<file path="src/rtl/carregador_instrucao.sv">
// Instruction-memory loader: turns a length-prefixed, XOR-checksummed byte stream into
// big-endian 32-bit words written at sequential addresses from 0.
module carregador_instrucao #(
  parameter int PROFUNDIDADE     = 231,
  parameter int LARGURA_ENDERECO = 32
) (
  input  logic                        clock,
  input  logic                        reset_n,
  input  logic                        iniciar,
  input  logic [7:0]                  byte_in,
  input  logic                        byte_valid,
  output logic                        byte_ready,
  output logic                        escrita_enable,
  output logic [LARGURA_ENDERECO-1:0] escrita_endereco,
  output logic [31:0]                 escrita_dado,
  output logic                        ocupado,
  output logic                        concluido,
  output logic                        erro,
  output logic [15:0]                 palavras_escritas
);

  localparam logic [2:0] OCIOSO    = 3'd0;
  localparam logic [2:0] CONT_H    = 3'd1;
  localparam logic [2:0] CONT_L    = 3'd2;
  localparam logic [2:0] DADO      = 3'd3;
  localparam logic [2:0] ESCRITA   = 3'd4;
  localparam logic [2:0] CHECKSUM  = 3'd5;
  localparam logic [2:0] CONCLUIDO = 3'd6;
  localparam logic [2:0] ERRO      = 3'd7;

  localparam logic [LARGURA_ENDERECO-1:0] UM_ENDERECO = {{(LARGURA_ENDERECO-1){1'b0}}, 1'b1};

  logic [2:0]                  estado_q,   estado_d;
  logic [15:0]                 n_q,        n_d;
  logic [15:0]                 palavras_q, palavras_d;
  logic [LARGURA_ENDERECO-1:0] addr_q,     addr_d;
  logic [23:0]                 word_q,     word_d;
  logic [1:0]                  fase_q,     fase_d;
  logic [7:0]                  cksum_q,    cksum_d;
  logic [31:0]                 dado_q,     dado_d;
  logic [LARGURA_ENDERECO-1:0] end_q,      end_d;

  logic        aceita;
  logic [15:0] n_novo;

  assign byte_ready = (estado_q == CONT_H) || (estado_q == CONT_L) ||
                      (estado_q == DADO)   || (estado_q == CHECKSUM);
  assign ocupado           = byte_ready || (estado_q == ESCRITA);
  assign escrita_enable    = (estado_q == ESCRITA);
  assign concluido         = (estado_q == CONCLUIDO);
  assign erro              = (estado_q == ERRO);
  assign escrita_dado      = dado_q;
  assign escrita_endereco  = end_q;
  assign palavras_escritas = palavras_q;
  assign aceita            = byte_valid && byte_ready;

  always_comb begin
    // NOTE: every variable gets its hold value first so no path through the case infers a latch.
    estado_d   = estado_q;
    n_d        = n_q;
    palavras_d = palavras_q;
    addr_d     = addr_q;
    word_d     = word_q;
    fase_d     = fase_q;
    cksum_d    = cksum_q;
    dado_d     = dado_q;
    end_d      = end_q;
    n_novo     = {n_q[15:8], byte_in};

    case (estado_q)
      OCIOSO, CONCLUIDO, ERRO: begin
        if (iniciar) begin
          estado_d   = CONT_H;
          n_d        = '0;
          palavras_d = '0;
          addr_d     = '0;
          cksum_d    = '0;
          fase_d     = '0;
        end
      end
      CONT_H: begin
        if (aceita) begin
          n_d      = {byte_in, 8'h00};
          estado_d = CONT_L;
        end
      end
      CONT_L: begin
        if (aceita) begin
          n_d = n_novo;
          if (n_novo == 16'd0)                     estado_d = CHECKSUM;
          else if (n_novo > 16'(PROFUNDIDADE))     estado_d = ERRO;
          else                                     estado_d = DADO;
        end
      end
      DADO: begin
        if (aceita) begin
          word_d  = {word_q[15:0], byte_in};
          cksum_d = cksum_q ^ byte_in;
          fase_d  = fase_q + 2'd1;
          // Output registers are loaded here so they hold the word after the strobe.
          if (fase_q == 2'd3) begin
            dado_d   = {word_q, byte_in};
            end_d    = addr_q;
            estado_d = ESCRITA;
          end
        end
      end
      ESCRITA: begin
        addr_d     = addr_q + UM_ENDERECO;
        palavras_d = palavras_q + 16'd1;
        estado_d   = (palavras_q + 16'd1 == n_q) ? CHECKSUM : DADO;
      end
      CHECKSUM: begin
        if (aceita) estado_d = (byte_in == cksum_q) ? CONCLUIDO : ERRO;
      end
      default: estado_d = OCIOSO;
    endcase
  end

  // NOTE: every register, data path included, is reset so no stale word or address leaks out.
  always_ff @(posedge clock or negedge reset_n) begin
    if (!reset_n) begin
      estado_q   <= OCIOSO;
      n_q        <= '0;
      palavras_q <= '0;
      addr_q     <= '0;
      word_q     <= '0;
      fase_q     <= '0;
      cksum_q    <= '0;
      dado_q     <= '0;
      end_q      <= '0;
    end else begin
      // NOTE: non-blocking assignments so every register updates from pre-edge values.
      estado_q   <= estado_d;
      n_q        <= n_d;
      palavras_q <= palavras_d;
      addr_q     <= addr_d;
      word_q     <= word_d;
      fase_q     <= fase_d;
      cksum_q    <= cksum_d;
      dado_q     <= dado_d;
      end_q      <= end_d;
    end
  end

endmodule

</file>
<file path="config.mk">
export PLATFORM = sky130hd
export DESIGN_NAME = carregador_instrucao
export DESIGN_NICKNAME = d
export VERILOG_FILES = /design/src/rtl/carregador_instrucao.sv
export SDC_FILE = /design/constraint.sdc
export NUM_CORES = 1
export LEC_CHECK = 0
export ABC_CLOCK_PERIOD_IN_PS = 2800
export CAP_MARGIN = 20
export CORE_UTILIZATION = 23
export CTS_CLUSTER_DIAMETER = 80
export DETAILED_ROUTE_END_ITERATION = 12
export PLACE_DENSITY = 0.42
export RECOVER_POWER = 50
export SYNTH_ARGS = -nofsm -noshare
export SYNTH_HDL_FRONTEND = slang
export SYNTH_SLANG_ARGS = --single-unit
</file>
<file path="constraint.sdc">
create_clock -name clock -period 2.8 [get_ports clock]
set_clock_uncertainty 0.1 [all_clocks]
set_input_delay 0.56 -clock clock [delete_from_list [all_inputs] [get_ports clock]]
set_output_delay 0.56 -clock clock [all_outputs]
set_load 0.05 [all_outputs]
</file>
==> key figures <==
Min path
  • HP Class: register to register

Die
  • Die ar.: 0.03401 mm^2
  • Die Span X: 184.4 um
  • IO Pins: 97
  • Initial Util: 23.46%
  • Row cnt: 66
  • Die height: 184.4 um
  • Core Region: 0.03262 mm^2

Global route
  • GRT Overall Usage: 12.94%
  • Largest net degree at the start of global routing: 63
  • Number of global-route vias before repair: 5913
  • GRT overflow: 0
  • Initial antenna violation count: 0
  • First-pass GRT wire length: 33850 um

STA
  • Min Tclk post-route: 2.597 ns
  • RSZ-0062 raised after global routing: false
  • Fin crit share: 92.76%
  • Pins Over Slew Limit: 61
  • Fmax: 385.0 MHz
  • Worst Hold Slack: 0.3773 ns
  • Slew @ Worst Pin: 1.751 ns
  • Setup violations, final: 0
  • Setup TNS: 0 ns
  • Final Hold Fails: 0
  • Max-slew headroom: -16.74%

Critical path
  • Worst Path Class, Setup: register to primary output
  • CP required: 2.14 ns
  • Worst-path fanout max: 15
  • Critical Path AT: 1.94 ns
  • Cells along the critical path: buf_4 > nand2_1 > nor2_1 > clkdlybuf4s50_1
  • CP Capture Type: primary output
  • Crit start category: register
  • Slowest Stage Delay on Critical Path: 0.80 ns
  • Slowest CP cell: clkdlybuf4s50_1

Clock network
  • Postcts setup bufs: 0
  • Clk buf depth: 2
  • CTS tree: done
  • CTS Buf Count: 17
  • CTS H-tree depth: 4
  • Clk Latency, worst-skew pair: 0.43 ns
  • CTS clk-pin slew, worst paths: 0.07 ns
  • CTS sink cnt: 165
  • PostCTS Resize Cnt: 0
  • Clock Root Buffer: clkbuf_16
  • CTS hold repair buffers: 0

Placement
  • PortBufs: 96
  • Post-DP HPWL: 14360 um
  • Final RePlAce weighted congestion: 0.7812

Synth
  • Mapped Area: 0.007652 mm^2
  • Yosys reg bits: 165
  • Async SR Flop Fraction: 100.0%
  • Syn_nets: 773
  • Yosys warns: 0
  • Number of synthesized flops with an enable pin: 0
  • Sequential fraction of the synthesis area: 53.96%
  • Top FF cell, synth: dfrtp_1
  • Mean Syn Cell Area: 10.10 um^2
  • Synth cell types: 52
  • Mapped Cells: 758

Power and ir drop
  • PwrDens: 868.2 mW/mm^2
  • Net load switching power: 3274 uW
  • Combinational share of power: 32.5%
  • Clock share of power: 29.3%
  • Max rail drop VDD: 358.7 uV
  • Sequential fraction of design power: 38.2%
  • Internal Power: 5297 uW
  • Pleak: 0.004539 uW
  • Sw Ratio: 38.20%

Routing
  • Via density: 4.432
  • Initial DRC count: 327
  • Drt wl/cell: 15.72 um
  • # DRC: 0
  • WL final: 20730 um
  • Vias: 5846
  • Antenna-violating nets left: 0
  • DRT Pass-1 Iters: 4

Cells and area
  • Area Overhead vs Synth: 29.01%
  • Final core utilization: 30.26%
  • Share of layout cells above drive strength 1: 15.62%
  • Antenna Cells: 0
  • Fin nets: 880

Run status
  • Outcome: complete, but fails checks
  • Failing checks: capacitance limit, slew limit

Flow run
  • Max_cap viols: 1
==> flip-flops by register name (all words and copies together), names as in the netlist <==
register and flops:
escrita_dado 32, word_q 24, addr_q 32, cksum_q 8, escrita_endereco 32, palavras_escritas 16
n_q 16, fase_q 2, estado_q 3
==> cells in the mapped netlist (2+ instances only) <==
master	n	area, um^2
or4_1	2	15.01
nor2_1	28	105.1
nand3_1	48	240.2
nor2b_1	4	25.02
inv_1	8	30.03
o22ai_1	3	18.77
buf_2	12	60.06
mux2i_1	10	100.1
a21boi_0	2	15.01
o31a_1	2	17.52
and3_1	12	75.07
mux2_2	63	709.4
nor3b_1	2	15.01
and2_1	7	43.79
o21ai_0	66	330.3
a21oi_1	11	55.05
o211ai_1	10	75.07
nor3_1	11	55.05
dfrtp_1	165	4129
xnor2_1	20	175.2
xor2_1	11	96.34
o31ai_1	15	112.6
nand4_1	9	56.30
a31oi_1	3	18.77
nand2_1	173	649.4
nand2b_1	3	18.77
clkbuf_1	28	105.1
ha_1	3	37.54
nor4_1	4	25.02
==> routing by layer <==
metal | part of all wire (%) | vias to the layer above | track usage [%]
li1 | - | 2856 | -
met1 | 49 | 2889 | 17.38
met2 | 46 | 83 | 20.39
met3 | 3.5 | 18 | 3.063
met4 | 1.4 | 0 | 4.133
met5 | 0 | - | 0
==> layout by cell type, fill, tap and decap left out, types with 11 or more instances in the layout <==
cell type        synthesis  routed
nand2_1                173     173
clkdlybuf4s50_1          0      90
clkbuf_16                0      17
xnor2_1                 20      20
and3_1                  12      12
xor2_1                  11      11
a21oi_1                 11      11
o21ai_0                 66      66
nand3_1                 48      48
nor2_1                  28      28
dfrtp_1                165     165
mux2_2                  63      63
nor3_1                  11      11
buf_4                    0      28
o31ai_1                 15      15
==> cell type report <==
type,count,area [um^2]
Timing Repair Buffer,129,1219
Tap cell,442,553.0
Fill cell,3430,22750
Clock inverter,14,192.7
Inverter,8,30.03
Sequential cell,165,4129
Clock buffer,17,425.4
Multi-Input combinational cell,544,3323
==> per-stage QoR <==
| stage | area (um^2) | instances | total power (uW) | setup slack (ns) |
|---|---|---|---|---|
| global route | 9872 | 1319 | 9129 | 0.06349 |
| floorplan | 7652 | 758 | 5127 | 0.2440 |
| finish | 9872 | 1319 | 8571 | 0.2026 |
| detailed placement | 9311 | 1288 | 6164 | 0.2976 |
| CTS | 9930 | 1319 | 8744 | 0.1672 |
| global placement | 9311 | 1288 | 6159 | 0.3892 |
==> power groups by stage <==
stage | clock network, uW | registers [uW] | logic, uW
after floorplan | 0 | 3800 | 1320
after global placement | 0 | 3320 | 2840
after detailed placement | 0 | 3320 | 2840
after CTS | 2600 | 3280 | 2860
after global routing | 2700 | 3350 | 3080
final | 2510 | 3280 | 2780
==> final timing paths <==
kind | startpoint | cells after the start | slack, ns | to
hold / removal | word_q[22] | 2 | 0.38 | word_q[22]
max in group asynchronous | reset_n | 2 | 0.84 | escrita_endereco[28]
min in group asynchronous | reset_n | 1 | 0.49 | escrita_dado[5]
setup reg to reg | palavras_escritas[0] | 7 | 0.26 | estado_q[1]
hold reg to reg | word_q[22] | 2 | 0.38 | word_q[22]
setup / recovery | estado_q[1] | 4 | 0.20 | concluido
==> logic make-up after synthesis <==
| group | after synthesis | synth area share, % |
|---|---|---|
| mux | 73 | 10.58 |
| xor+xnor | 32 | 3.842 |
| fa+ha+maj | 3 | 0.4906 |
| compound gates | 122 | 9.533 |
| simple gates | 314 | 18.98 |
| buf+inv | 49 | 2.616 |
| flops | 165 | 53.96 |
==> worst max-delay path, delay by kind of cell, from the launching register on <==
kind,cells,cell delay [ns]
flip-flops,1,0.35
AND/OR/NAND/NOR,2,0.17
buffers and inverters,2,1.00
Note: power is estimated with default switching activity, not from simulation.
